File: config.mk
export PLATFORM = sky130hd
export DESIGN_NAME = vive_spi_frame_reader_flat
export DESIGN_NICKNAME = d
export VERILOG_FILES = /design/src/rtl/vive_spi_frame_reader_if.sv /design/src/rtl/vive_spi_frame_reader.sv /design/src/flat_wrapper.sv
export SDC_FILE = /design/constraint.sdc
export NUM_CORES = 1
export LEC_CHECK = 0
export BUFFER_PORTS_ARGS = -buffer_cell sky130_fd_sc_hd__buf_2
export CAP_MARGIN = 30
export CORE_ASPECT_RATIO = 1.5
export CORE_MARGIN = 5
export CORE_UTILIZATION = 32
export CTS_CLUSTER_DIAMETER = 40
export CTS_CLUSTER_SIZE = 8
export DETAILED_ROUTE_END_ITERATION = 7
export GPL_TIMING_DRIVEN = 0
export MAX_ROUTING_LAYER = met4
export PLACE_DENSITY = 0.47
export SETUP_SLACK_MARGIN = 0.1
export SYNTH_ARGS = -nofsm -noshare
export SYNTH_HDL_FRONTEND = slang
export SYNTH_SLANG_ARGS = --single-unit
File: constraint.sdc
create_clock -name clk -period 3.1 [get_ports clk]
set_clock_uncertainty 0.05 [all_clocks]
set_input_delay 0.31 -clock clk [delete_from_list [all_inputs] [get_ports clk]]
set_output_delay 0.31 -clock clk [all_outputs]
set_load 0.05 [all_outputs]
File: src/rtl/vive_spi_frame_reader_if.sv
// -----------------------------------------------------------------------------
// vive_spi_frame_reader_if
//   SPI link between the host-side frame reader and the capture board's
//   slave port.
//   ss   : active-low chip select         (master -> slave)
//   sclk : SCK, mode 0, idle low          (master -> slave)
//   mosi : master data out, unused (0)    (master -> slave)
//   miso : slave data out, asynchronous   (slave  -> master)
// -----------------------------------------------------------------------------
interface vive_spi_frame_reader_if;
  logic ss;
  logic sclk;
  logic mosi;
  logic miso;

  modport master (output ss, output sclk, output mosi, input miso);
  modport slave  (input ss, input sclk, input mosi, output miso);
endinterface

File: src/rtl/vive_spi_frame_reader.sv
// -----------------------------------------------------------------------------
// vive_spi_frame_reader
//   SPI master that drains one 8-byte capture frame (four 16-bit sensor
//   timestamps F, C, L, R, little-endian per word) from the capture board
//   every time data_ready rises, and presents the words with a one-cycle
//   frame_valid strobe. A fall of data_ready mid-frame aborts the transfer
//   (frame_err strobe) because the slave rewinds its byte address then.
//
// Ports
//   clk, rst     : system clock, asynchronous active-high reset
//   enable       : gates the start of new frames only
//   data_ready   : frame-available line from the capture board (async)
//   s_spi        : SPI master port (ss, sclk, mosi out; miso in, async)
//   F, C, L, R   : last complete frame, updated only with frame_valid
//   frame_valid  : 1-cycle pulse, F/C/L/R carry a new frame this cycle
//   frame_err    : 1-cycle pulse, frame aborted
//   busy         : high while chip select is asserted
// -----------------------------------------------------------------------------
module vive_spi_frame_reader #(
  parameter int unsigned CLK_DIV   = 4,  // clk cycles per SCK phase, 4..255
  parameter int unsigned SETUP_CYC = 4,  // SS low to first SCK low phase
  parameter int unsigned GAP_CYC   = 8,  // SCK idle low between bytes
  parameter int unsigned HOLD_CYC  = 4   // last SCK fall to SS high
) (
  input  logic                          clk,
  input  logic                          rst,
  input  logic                          enable,
  input  logic                          data_ready,
  vive_spi_frame_reader_if.master       s_spi,
  output logic [15:0]                   F,
  output logic [15:0]                   C,
  output logic [15:0]                   L,
  output logic [15:0]                   R,
  output logic                          frame_valid,
  output logic                          frame_err,
  output logic                          busy
);

  typedef enum logic [2:0] {IDLE, SETUP, LOW, HIGH, GAP, HOLD, FINISH} state_t;

  state_t      state, next_state;
  logic        dr_meta, sync_dr, sync_dr_d, miso_meta, sync_miso;
  logic        dr_rise, phase_done, abort, active;
  logic [7:0]  cnt, phase_last;
  logic [2:0]  bit_cnt, byte_cnt;
  logic [6:0]  byte_sr;
  logic [63:0] shadow;   // byte k at [8k +: 8]: {R, L, C, F}
  logic        ss_q, sclk_q;

  // Two-flop synchronizers for the asynchronous board lines.
  // NOTE: sequential state uses non-blocking (<=) so every flop samples the
  // pre-edge value of its neighbours, exactly like the hardware.
  always_ff @(posedge clk or posedge rst) begin
    if (rst) begin
      dr_meta   <= 1'b0;
      sync_dr   <= 1'b0;
      sync_dr_d <= 1'b0;
      miso_meta <= 1'b0;
      sync_miso <= 1'b0;
    end else begin
      dr_meta   <= data_ready;
      sync_dr   <= dr_meta;
      sync_dr_d <= sync_dr;
      miso_meta <= s_spi.miso;
      sync_miso <= miso_meta;
    end
  end

  assign dr_rise = sync_dr & ~sync_dr_d;
  assign active  = (state == SETUP) || (state == LOW) || (state == HIGH) ||
                   (state == GAP)   || (state == HOLD);

  // Length of the current timed phase, minus one.
  always_comb begin
    // NOTE: every always_comb output gets a default first; a path that leaves
    // a variable unassigned would infer a latch.
    phase_last = 8'd0;
    case (state)
      SETUP:     phase_last = 8'(SETUP_CYC - 1);
      LOW, HIGH: phase_last = 8'(CLK_DIV - 1);
      GAP:       phase_last = 8'(GAP_CYC - 1);
      HOLD:      phase_last = 8'(HOLD_CYC - 1);
      default:   phase_last = 8'd0;
    endcase
  end

  assign phase_done = (cnt == phase_last);

  // Next-state logic.
  always_comb begin
    next_state = state;
    abort      = 1'b0;
    case (state)
      IDLE:   if (dr_rise && enable) next_state = SETUP;
      SETUP:  if (phase_done) next_state = LOW;
      LOW:    if (phase_done) next_state = HIGH;
      HIGH:
        if (phase_done) begin
          if (bit_cnt != 3'd7)       next_state = LOW;
          else if (byte_cnt != 3'd7) next_state = GAP;
          else                       next_state = HOLD;
        end
      GAP:    if (phase_done) next_state = LOW;
      HOLD:   if (phase_done) next_state = FINISH;
      FINISH: next_state = IDLE;
      default: next_state = IDLE;
    endcase
    // The slave rewinds its byte address when data_ready falls, so any
    // partially read frame is worthless.
    if (active && !sync_dr) begin
      next_state = IDLE;
      abort      = 1'b1;
    end
  end

  // State register, phase/bit/byte counters and registered outputs. SS, SCK
  // and the strobes are decoded from next_state so they line up with the
  // state they describe.
  always_ff @(posedge clk or posedge rst) begin
    if (rst) begin
      state       <= IDLE;
      cnt         <= 8'd0;
      bit_cnt     <= 3'd0;
      byte_cnt    <= 3'd0;
      ss_q        <= 1'b1;
      sclk_q      <= 1'b0;
      frame_valid <= 1'b0;
      frame_err   <= 1'b0;
      F           <= 16'd0;
      C           <= 16'd0;
      L           <= 16'd0;
      R           <= 16'd0;
    end else begin
      state <= next_state;

      if (state == IDLE || next_state != state) cnt <= 8'd0;
      else                                      cnt <= cnt + 8'd1;

      if (state == IDLE) begin
        bit_cnt  <= 3'd0;
        byte_cnt <= 3'd0;
      end else if (state == HIGH && phase_done) begin
        bit_cnt <= bit_cnt + 3'd1;
        if (bit_cnt == 3'd7) byte_cnt <= byte_cnt + 3'd1;
      end

      ss_q        <= !((next_state == SETUP) || (next_state == LOW) ||
                       (next_state == HIGH)  || (next_state == GAP) ||
                       (next_state == HOLD));
      sclk_q      <= (next_state == HIGH);
      frame_valid <= (next_state == FINISH);
      frame_err   <= abort;

      if (next_state == FINISH) begin
        F <= shadow[15:0];
        C <= shadow[31:16];
        L <= shadow[47:32];
        R <= shadow[63:48];
      end
    end
  end

  // Byte assembly, MSB first, sampled at the end of each SCK high phase.
  // NOTE: these datapath registers have no reset; every bit is rewritten
  // before FINISH publishes it, and an aborted frame is simply never loaded.
  always_ff @(posedge clk) begin
    if (state == HIGH && phase_done) begin
      byte_sr <= {byte_sr[5:0], sync_miso};
      if (bit_cnt == 3'd7) shadow[{byte_cnt, 3'b000} +: 8] <= {byte_sr, sync_miso};
    end
  end

  assign s_spi.ss   = ss_q;
  assign s_spi.sclk = sclk_q;
  assign s_spi.mosi = 1'b0;
  assign busy       = ~ss_q;

endmodule

File: src/flat_wrapper.sv
// flat-port wrapper written by rule: the top's interface ports become plain ports
module vive_spi_frame_reader_flat 
#(
  parameter int unsigned CLK_DIV   = 4,                                     
  parameter int unsigned SETUP_CYC = 4,                                  
  parameter int unsigned GAP_CYC   = 8,                               
  parameter int unsigned HOLD_CYC  = 4                              
)
  (clk, rst, enable, data_ready, F, C, L, R, frame_valid, frame_err, busy, s_spi_ss, s_spi_sclk, s_spi_mosi, s_spi_miso);
  vive_spi_frame_reader_if s_spi_i ();
  input  logic clk;
  input  logic rst;
  input  logic enable;
  input  logic data_ready;
  output logic [15:0] F;
  output logic [15:0] C;
  output logic [15:0] L;
  output logic [15:0] R;
  output logic frame_valid;
  output logic frame_err;
  output logic busy;
  output wire logic [$bits(s_spi_i.ss)-1:0] s_spi_ss;
  output wire logic [$bits(s_spi_i.sclk)-1:0] s_spi_sclk;
  output wire logic [$bits(s_spi_i.mosi)-1:0] s_spi_mosi;
  input wire logic [$bits(s_spi_i.miso)-1:0] s_spi_miso;
  assign s_spi_ss = s_spi_i.ss;
  assign s_spi_sclk = s_spi_i.sclk;
  assign s_spi_mosi = s_spi_i.mosi;
  assign s_spi_i.miso = s_spi_miso;
  vive_spi_frame_reader #(.CLK_DIV(CLK_DIV), .SETUP_CYC(SETUP_CYC), .GAP_CYC(GAP_CYC), .HOLD_CYC(HOLD_CYC)) u_core (.clk(clk), .rst(rst), .enable(enable), .data_ready(data_ready), .s_spi(s_spi_i), .F(F), .C(C), .L(L), .R(R), .frame_valid(frame_valid), .frame_err(frame_err), .busy(busy));
endmodule
==> results of run 1 <==
[worst max path at each step]
stage	start	end	slack, ns	cells after the start
floorplan	u_core.cnt[3]$_DFF_PP0_	u_core.shadow[24]$_DFFE_PP_	0.33	7
global placement	rst	u_core.R[3]$_DFFE_PP0P_	-0.79	2
detailed placement	u_core.cnt[2]$_DFF_PP0_	u_core.shadow[27]$_DFFE_PP_	-0.14	8
CTS	u_core.cnt[2]$_DFF_PP0_	u_core.shadow[49]$_DFFE_PP_	0.12	8
global route	u_core.byte_cnt[0]$_DFFE_PP0P_	u_core.shadow[59]$_DFFE_PP_	0.01	6
finish	u_core.state[2]$_DFF_PP0_	u_core.shadow[13]$_DFFE_PP_	0.21	9
[flip-flops by register name, indices dropped and copies added, names as in the netlist, 7 cells and up]
register,count
u_core.cnt,8
u_core.R,16
u_core.C,16
u_core.byte_sr,7
u_core.L,16
u_core.shadow,64
u_core.F,16
[layout make-up]
class	count	area [µm²]
fill	1927	12400
sequential	161	4390
multi-input combinational	256	2000
clock buffer	21	450
timing repair buffer	80	440
tap	264	330
clock inverter	11	128
buffer	19	128
inverter	11	43.8
[layer usage]
layer	vias to the layer above	global-route usage (%)
li1	1773	-
met1	1880	13.5
met2	54	23.3
met3	19	3.38
met4	0	4.64
met5	-	-
[where the power goes]
| group | switching [mW] | total (mW) | leakage (nW) | internal (mW) |
|---|---|---|---|---|
| clock | 0.841 | 2.06 | 0.275 | 1.22 |
| combinational | 0.413 | 0.625 | 1.54 | 0.211 |
| sequential | 0.0485 | 2.32 | 1.78 | 2.27 |
[through the flow]
stage	hold WS [ns]	util (%)	power (mW)	area, µm²	setup TNS [ns]
after floorplan	0.281	-	2.82	6520	0
after global placement	0.289	35.6	2.97	7220	-72.36
after detailed placement	0.286	35.8	2.99	7260	-1.14
after CTS	0.299	38.9	5.07	7880	0
after global routing	0.304	39.0	5.23	7910	0
final	0.297	39.0	5.00	7910	0
[what timing repair did]
action,in CTS,in global routing
setup endpoints to repair,20,51
endpoints found under the hold margin,41,0
buffers inserted,0,0
cloned,0,0
hold buffers,3,0
resized for setup,3,5
[synth_stat cells (2+ instances only)]
library cell,instances
nand2b_1,6
and3_1,12
buf_6,6
o21ai_1,3
buf_4,2
nor3_1,7
mux2_1,49
inv_1,11
xnor2_1,2
edfxtp_1,71
nor2b_1,5
nor3b_1,2
or3_1,2
nand3_1,6
ha_1,7
mux2i_1,4
and2_1,52
mux2_2,15
nand2_1,11
o21ai_0,3
a31oi_1,2
clkbuf_1,8
xor2_1,5
a21oi_1,6
nor3_2,3
dfrtp_1,89
nor2_1,30
buf_2,3
[worst register-to-register path: cells and delay by family, from the launching register on]
kind | cells | cell delay (ns)
AO/OA/AOI/OAI | 2 | 0.33
AND/OR/NAND/NOR | 3 | 0.98
flip-flops | 1 | 0.41
buffers and inverters | 4 | 0.85
[cells by family (layout without fill, tap and decap cells)]
family,Yosys count,after routing,share of synthesized area (%)
simple gates,147,147,13.0
fa+ha+maj,7,7,1.34
mux,68,68,11.7
compound gates,26,26,3.09
other cells,1,1,0.0575
flops,161,161,67.2
buf+inv,31,142,2.65
xor+xnor,7,7,0.940
==> impl_metrics.env, run 1 <==
export IMPL_die_area_mm2=0.0234
export IMPL_synth_area_top_cells="dfrtp_1, edfxtp_1, mux2_1"
export IMPL_drt_total_wl_um=14000
export IMPL_fmax_ghz=0.346
export IMPL_dpl_hpwl_um=10000
export IMPL_die_x_um=127
export IMPL_via_per_inst=4.53
export IMPL_end_kind="flip-flop"
export IMPL_slew_violations=0
export IMPL_synthDominantCellAreaShare_pct=34.2
export IMPL_clock_sinks=161
export IMPL_firstDrtPassIters=4
export IMPL_hold_depth=0
export IMPL_netlist_area_mm2=0.00652
export IMPL_top_layer="met4"
export IMPL_mostFrequentLayoutCells="dfrtp_1, buf_2, edfxtp_1"
export IMPL_drt_iter0_drc=166
export IMPL_hold_viol_final=0
export IMPL_min_period_ns=2.89
export IMPL_grt_usage_pct=12.9
export IMPL_cts_buffer_depth=2
export IMPL_io_buffers=73
export IMPL_finalNonFillerCells=823
export IMPL_avgSynthCellArea_um2=14.6
export IMPL_drt_met1_wl_um=5470
export IMPL_grt_ovfl_total=0
export IMPL_yosysWarnings=0
export IMPL_clkSlewWorstSetupHoldPaths_ns=0.06
export IMPL_synth_flop_cell="dfrtp_1"
export IMPL_reg2reg_slack_ns=0.21
export IMPL_r2r_start="u_core.state[2]$_DFF_PP0_"
export IMPL_synth_nets=460
export IMPL_ys_seq_elements=161
export IMPL_critPathTopFamily="simple AND/OR/NAND/NOR gates"
export IMPL_status="complete, no violations"
export IMPL_max_stage_delay_ns=0.41
export IMPL_drc=0
export IMPL_gp_congestion=0.784
export IMPL_num_vias=3726
export IMPL_numCtsBuffers=17
export IMPL_h_tree_depth=4
export IMPL_min_from="u_core.miso_meta$_DFF_PP0_"
export IMPL_reg2reg_depth=9
export IMPL_tightest_slew_ns=0.639
export IMPL_hold_class="flip-flop to flip-flop"
export IMPL_path_cells="or3_1 > clkbuf_1 > o221ai_2 > a32oi_1 > buf_2 > nand4b_4 > buf_6 > nor3_2 > buf_2"
export IMPL_die_h_um=185
export IMPL_antenna_cells=0
export IMPL_root_buffer="clkbuf_16"
export IMPL_required_ns=3.17
export IMPL_drive_above_1_share_pct=26.8
export IMPL_final_common_cell="dfrtp_1"
export IMPL_clock_latency_ns=0.41
export IMPL_wl_met3_um=440
export IMPL_cts_tree="built"
export IMPL_cp_data_arrival_time_ns=2.96
export IMPL_yosysUniqueCellTypes=54
export IMPL_antenna_found_initial=0
export IMPL_crit_path_frequent_cell="buf_2"
export IMPL_rsz0062_at_grt="true"
export IMPL_finalSetupViolCount=0
export IMPL_yosysTopAreaCell="dfrtp_1"
export IMPL_synth_edf_count=71
export IMPL_grt_max_degree=52
export IMPL_rows=64
export IMPL_initial_utilization_pct=32.2
export IMPL_leakagePower_nw=3.60
export IMPL_ant_nets=0
export IMPL_start_kind="flip-flop"
export IMPL_layout_setup_ws_ns=0.213
export IMPL_min_to="u_core.sync_miso$_DFF_PP0_"
export IMPL_drv_cap=0
export IMPL_synthCells=448
export IMPL_io_pins=75
export IMPL_vdd_drop_max_mv=0.307
export IMPL_pre_cts_ws_ns=-0.138
export IMPL_nets=558
export IMPL_crit_fanout=10
export IMPL_async_flop_share_pct=55.9
export IMPL_finalCritPeriodShare_pct=93.1
export IMPL_reg2reg_to="u_core.shadow[13]$_DFFE_PP_"
export IMPL_ys_seq_area_share_pct=67.2
export IMPL_maxSlewHeadroom_pct=57.3
export IMPL_wl_met2_um=7750
export IMPL_placed_cells=789
export IMPL_crit_buf_inv=4
export IMPL_syn2layout_area_growth_pct=21.2
export IMPL_power_density_mw_per_mm2=633
export IMPL_wl_per_cell_um=17.0
export IMPL_cpMaxStageDelayCell="dfrtp_1"
export IMPL_core_region_area_mm2=0.0203
export IMPL_grt_pass1_wl_um=22300
export IMPL_criticalPathCategory="flip-flop to flip-flop"
export IMPL_grt_pass1_vias=4080
(Power assumes the default switching activity.)
==> inputs of run 2 (changes only) <==
--- a/config.mk
+++ b/config.mk
@@ -14,7 +14,6 @@
 export CTS_CLUSTER_SIZE = 8
 export DETAILED_ROUTE_END_ITERATION = 7
 export GPL_TIMING_DRIVEN = 0
-export MAX_ROUTING_LAYER = met4
 export PLACE_DENSITY = 0.47
 export SETUP_SLACK_MARGIN = 0.1
 export SYNTH_ARGS = -nofsm -noshare
==> run 2 against run 1 <==
  * Cell count unchanged
  * Fmax decreased by 0.22%
  * Combinational power about the same
  * Core utilization about the same
  * Count of clock-buffer cells in the layout unchanged
  * Die area unchanged
  * Register-to-register slack about the same
  * Clock power about the same
  * First-iteration DRC count decreased by 26%
  * Total power about the same
==> impl_metrics.env, run 2 (synthesis gave the netlist of run 1 again) <==
export IMPL_min_period_ns=2.89
export IMPL_min_from="u_core.miso_meta$_DFF_PP0_"
export IMPL_io_pins=75
export IMPL_via_per_inst=4.51
export IMPL_die_h_um=185
export IMPL_cts_tree="built"
export IMPL_grt_pass1_wl_um=22300
export IMPL_wl_per_cell_um=17.1
export IMPL_fmax_ghz=0.346
export IMPL_vdd_drop_max_mv=0.308
export IMPL_cts_buffer_depth=2
export IMPL_drc=0
export IMPL_drv_cap=0
export IMPL_drt_iter0_drc=123
export IMPL_finalSetupViolCount=0
export IMPL_power_density_mw_per_mm2=633
export IMPL_path_cells="or3_1 > clkbuf_1 > o221ai_2 > a32oi_1 > buf_2 > nand4b_4 > buf_6 > nor3_2 > buf_2"
export IMPL_cpMaxStageDelayCell="dfrtp_1"
export IMPL_design_area_mm2=0.00790
export IMPL_antenna_found_initial=0
export IMPL_firstDrtPassIters=4
export IMPL_post_cts_setup_buffers=0
export IMPL_syn2layout_area_growth_pct=21.1
export IMPL_crit_path_frequent_cell="buf_2"
export IMPL_rsz0062_at_grt="true"
export IMPL_largest_reg_flops=64
export IMPL_clock_latency_ns=0.42
export IMPL_status="complete, no violations"
export IMPL_io_buffers=73
export IMPL_critPathTopFamily="simple AND/OR/NAND/NOR gates"
export IMPL_core_region_area_mm2=0.0203
export IMPL_grt_pass1_vias=4070
export IMPL_layout_setup_ws_ns=0.207
export IMPL_h_tree_depth=4
export IMPL_cp_data_arrival_time_ns=2.96
export IMPL_initial_utilization_pct=32.2
export IMPL_start_kind="flip-flop"
export IMPL_mostFrequentLayoutCells="dfrtp_1, buf_2, edfxtp_1"
export IMPL_gp_congestion=0.773
export IMPL_crit_fanout=10
export IMPL_die_area_mm2=0.0234
export IMPL_rows=64
export IMPL_drive_above_1_share_pct=26.7
export IMPL_maxSlewHeadroom_pct=57.9
export IMPL_dpl_hpwl_um=10000
export IMPL_tightest_slew_ns=0.630
export IMPL_cp_startpoint="u_core.state[2]$_DFF_PP0_"
export IMPL_numCtsBuffers=17
export IMPL_pre_cts_ws_ns=-0.138
export IMPL_die_x_um=127
export IMPL_postPlaceCellArea_mm2=0.00726
export IMPL_clkSlewWorstSetupHoldPaths_ns=0.06
export IMPL_hold_class="flip-flop to flip-flop"
export IMPL_antenna_cells=0
export IMPL_final_common_cell="dfrtp_1"
export IMPL_max_stage_delay_ns=0.41
export IMPL_drt_total_wl_um=14000
export IMPL_grt_usage_pct=12.5
export IMPL_leakagePower_nw=3.60
export IMPL_finalCritPeriodShare_pct=93.3
export IMPL_grt_ovfl_total=0
export IMPL_r2r_start="u_core.state[2]$_DFF_PP0_"
export IMPL_end_kind="flip-flop"
export IMPL_slew_violations=0
export IMPL_top_register="u_core.shadow"
export IMPL_required_ns=3.17
export IMPL_clock_sinks=161
export IMPL_crit_buf_inv=4
export IMPL_grt_max_degree=52
export IMPL_criticalPathCategory="flip-flop to flip-flop"
export IMPL_num_vias=3711
export IMPL_hold_viol_final=0
export IMPL_ant_nets=0
export IMPL_nets=558
export IMPL_root_buffer="clkbuf_16"
==> run 2: changes by cell type in the layout (fill, tap and decap cells not counted) <==
cell / previous run / this run
nor3_1: 4 / 5
nor3_2: 3 / 2
==> run 2: report_power, final <==
| part | leakage, nW | switching (mW) | internal (mW) |
|---|---|---|---|
| Sequential | 1.78 | 0.0484 | 2.27 |
| Clock | 0.275 | 0.843 | 1.22 |
| Combinational | 1.54 | 0.413 | 0.211 |
==> run 2: path summary, 6_finish.rpt <==
check	endpoint	slack (ns)	cells past startpoint
max reg2reg	u_core.shadow[13]$_DFFE_PP_	0.21	9
max	u_core.shadow[13]$_DFFE_PP_	0.21	9
min reg2reg	u_core.sync_miso$_DFF_PP0_	0.30	0
min	u_core.sync_miso$_DFF_PP0_	0.30	0
max in group asynchronous	u_core.s_spi.ss$_DFF_PP1_	1.88	4
min in group asynchronous	u_core.C[4]$_DFFE_PP0P_	0.44	3
==> run 2: per-stage QoR <==
step / power (mW) / TNS [ns] / util [%] / instances / hold WS, ns
global placement: 2.97 / -72.36 / 35.6 / 785 / 0.289
detailed placement: 2.99 / -1.14 / 35.8 / 789 / 0.286
CTS: 5.07 / 0 / 38.9 / 824 / 0.299
finish: 5.00 / 0 / 39.0 / 823 / 0.297
floorplan: 2.82 / 0 / - / 448 / 0.281
global route: 5.23 / 0 / 39.0 / 823 / 0.304
==> run 2: layer usage <==
layer | global-route usage, % | part of all wire (%) | vias to the layer above
li1 | - | - | 1774
met1 | 13.5 | 39 | 1871
met2 | 23.4 | 55 | 51
met3 | 3.40 | 3.4 | 15
met4 | 4.64 | 1.9 | 0
met5 | 0 | 0 | -
==> run 2: final cells by class <==
class / count / area, µm²
plain buffers: 19 / 128
clock buffers: 21 / 450
clock inverters: 11 / 128
fillers: 1926 / 12400
inverters: 11 / 43.8
multi-input cells: 256 / 1990
flip-flops and latches: 161 / 4390
well taps: 264 / 330
repair buffers: 80 / 440
==> run 2: repair_timing <==
action	CTS	global route
setup endpoints to repair	20	43
pin swaps	0	0
gates resized for setup	3	4
endpoints found under the hold margin	41	0
hold buffers	3	0
==> inputs of run 3 (changes only) <==
--- a/config.mk
+++ b/config.mk
@@ -9,12 +9,12 @@
 export CAP_MARGIN = 30
 export CORE_ASPECT_RATIO = 1.5
 export CORE_MARGIN = 5
-export CORE_UTILIZATION = 32
+export CORE_UTILIZATION = 40
 export CTS_CLUSTER_DIAMETER = 40
 export CTS_CLUSTER_SIZE = 8
 export DETAILED_ROUTE_END_ITERATION = 7
 export GPL_TIMING_DRIVEN = 0
-export PLACE_DENSITY = 0.47
+export PLACE_DENSITY = 0.56
 export SETUP_SLACK_MARGIN = 0.1
 export SYNTH_ARGS = -nofsm -noshare
 export SYNTH_HDL_FRONTEND = slang
==> run 3 against run 2 <==
  * Critical path depth stayed put
  * Critical path type unchanged
  * Fmax is 3.3% higher
  * Cell area fell by 0.29%
  * Cell count shrank 7.0%
==> impl_metrics.env, run 3 (synthesis gave the netlist of run 1 again) <==
export IMPL_p_clk_share_pct=42.3
export IMPL_die_area_mm2=0.0190
export IMPL_antenna_found_initial=0
export IMPL_status="complete, no violations"
export IMPL_required_ns=3.17
export IMPL_power_mw=5.09
export IMPL_root_buffer="clkbuf_16"
export IMPL_hold_viol_final=0
export IMPL_slew_violations=0
export IMPL_drive_above_1_share_pct=27.5
export IMPL_postPlaceCellArea_mm2=0.00719
export IMPL_placed_cells=731
export IMPL_pwr_share_seq_pct=45.6
export IMPL_initial_utilization_pct=40.5
export IMPL_p_sw_share_pct=26.0
export IMPL_die_h_um=166
export IMPL_design_area_mm2=0.00788
export IMPL_grt_pass1_vias=4089
export IMPL_tns_ns=0
export IMPL_drt_total_wl_um=13200
export IMPL_num_vias=3767
export IMPL_criticalPathCategory="flip-flop to flip-flop"
export IMPL_io_buffers=73
export IMPL_cts_buffer_depth=2
export IMPL_clkSlewWorstSetupHoldPaths_ns=0.06
export IMPL_dpl_hpwl_um=9340
export IMPL_hold_class="flip-flop to flip-flop"
export IMPL_rows=57
export IMPL_drc=0
export IMPL_drt_iter0_drc=192
export IMPL_ant_nets=0
export IMPL_fmax_ghz=0.357
export IMPL_post_cts_setup_buffers=0
export IMPL_grt_ovfl_total=0
export IMPL_mostFrequentLayoutCells="dfrtp_1, buf_2, edfxtp_1"
export IMPL_rsz0062_at_grt="false"
export IMPL_grt_pass1_wl_um=22000
export IMPL_antenna_cells=0
export IMPL_leakagePower_nw=3.62
export IMPL_finalSetupViolCount=0
export IMPL_power_frac_comb_pct=12.1
export IMPL_numCtsBuffers=17
export IMPL_utilization_pct=48.9
export IMPL_nets=558
export IMPL_via_per_inst=4.92
export IMPL_power_density_mw_per_mm2=646
export IMPL_syn2layout_area_growth_pct=20.8
export IMPL_min_period_ns=2.80
export IMPL_finalCritPeriodShare_pct=90.3
export IMPL_firstDrtPassIters=4
export IMPL_start_kind="flip-flop"
export IMPL_maxSlewHeadroom_pct=61.5
export IMPL_wl_per_cell_um=17.2
export IMPL_cts_tree="built"
export IMPL_tightest_slew_ns=0.577
export IMPL_p_sw_mw=1.33
export IMPL_vdd_drop_max_mv=0.439
export IMPL_grt_max_degree=47
export IMPL_crit_fanout=10
export IMPL_drv_cap=0
export IMPL_end_kind="flip-flop"
export IMPL_cp_data_arrival_time_ns=2.87
export IMPL_grt_usage_pct=14.9
export IMPL_final_common_cell="dfrtp_1"
export IMPL_fillerInstances=1468
export IMPL_gp_congestion=0.804
export IMPL_die_x_um=114
export IMPL_clock_sinks=161
export IMPL_clock_latency_ns=0.42
export IMPL_top_register="u_core.shadow"
export IMPL_io_pins=75
export IMPL_h_tree_depth=4
export IMPL_largest_reg_flops=64
export IMPL_finalNonFillerCells=765
export IMPL_intPower_mw=3.76
export IMPL_core_region_area_mm2=0.0161
## run 3: final cells by class
cell class              count  area [µm²]  area share (%)
plain buffers              19         128            1.62
clock inverters            14         179            2.27
repair buffers             80         443            5.62
flip-flops and latches    161        4390            55.7
clock buffers              18         429            5.45
multi-input cells         256        2010            25.5
inverters                  11        43.8           0.556
well taps                 206         258            3.27
## run 3: final timing paths
path / from / to / slack, ns / depth (start not counted)
min in group asynchronous: rst / u_core.R[13]$_DFFE_PP0P_ / 0.46 / 3
setup reg to reg: u_core.state[2]$_DFF_PP0_ / u_core.shadow[13]$_DFFE_PP_ / 0.30 / 9
hold / removal: u_core.miso_meta$_DFF_PP0_ / u_core.sync_miso$_DFF_PP0_ / 0.30 / 0
setup / recovery: u_core.state[2]$_DFF_PP0_ / u_core.shadow[13]$_DFFE_PP_ / 0.30 / 9
hold reg to reg: u_core.miso_meta$_DFF_PP0_ / u_core.sync_miso$_DFF_PP0_ / 0.30 / 0
max in group asynchronous: rst / u_core.s_spi.ss$_DFF_PP1_ / 1.87 / 4
## run 3: per-stage QoR
stage | setup slack (ns) | hold WS (ns)
CTS | 0.140 | 0.306
detailed placement | -0.116 | 0.286
global route | 0.115 | 0.314
finish | 0.300 | 0.304
floorplan | 0.326 | 0.281
global placement | -0.759 | 0.290
## run 3: routing by layer
layer	routed length, µm	GRT usage, %	part of all wire, %	vias to the layer above
met5	0	0	0	-
met3	419	3.32	3.2	20
met2	7320	26.6	56	61
met1	5170	17.3	39	1911
met4	272	5.27	2.1	0
li1	-	-	-	1775
## run 3: what timing repair did
item,CTS,global route
hold endpoints to repair,46,0
gates resized for setup,2,10
pin swaps,0,0
endpoints found under the setup margin,16,61
hold buffers,3,0
## run 3: worst max-delay path, stage by stage (launching register included)
cell      delay, ns
dfrtp_1        0.42
or3_1          0.37
clkbuf_1       0.20
o221ai_2       0.22
a32oi_1        0.09
buf_2          0.21
nand4b_4       0.26
buf_6          0.22
nor3_2         0.23
clkbuf_4       0.24
## run 3: power groups by stage
stage               combinational [mW]  sequential [mW]  clock [mW]
finish                           0.616             2.32        2.15
global route                     0.669             2.33        2.28
CTS                              0.618             2.32        2.20
detailed placement               0.611             2.36           0
global placement                 0.597             2.36           0
floorplan                        0.416             2.40           0
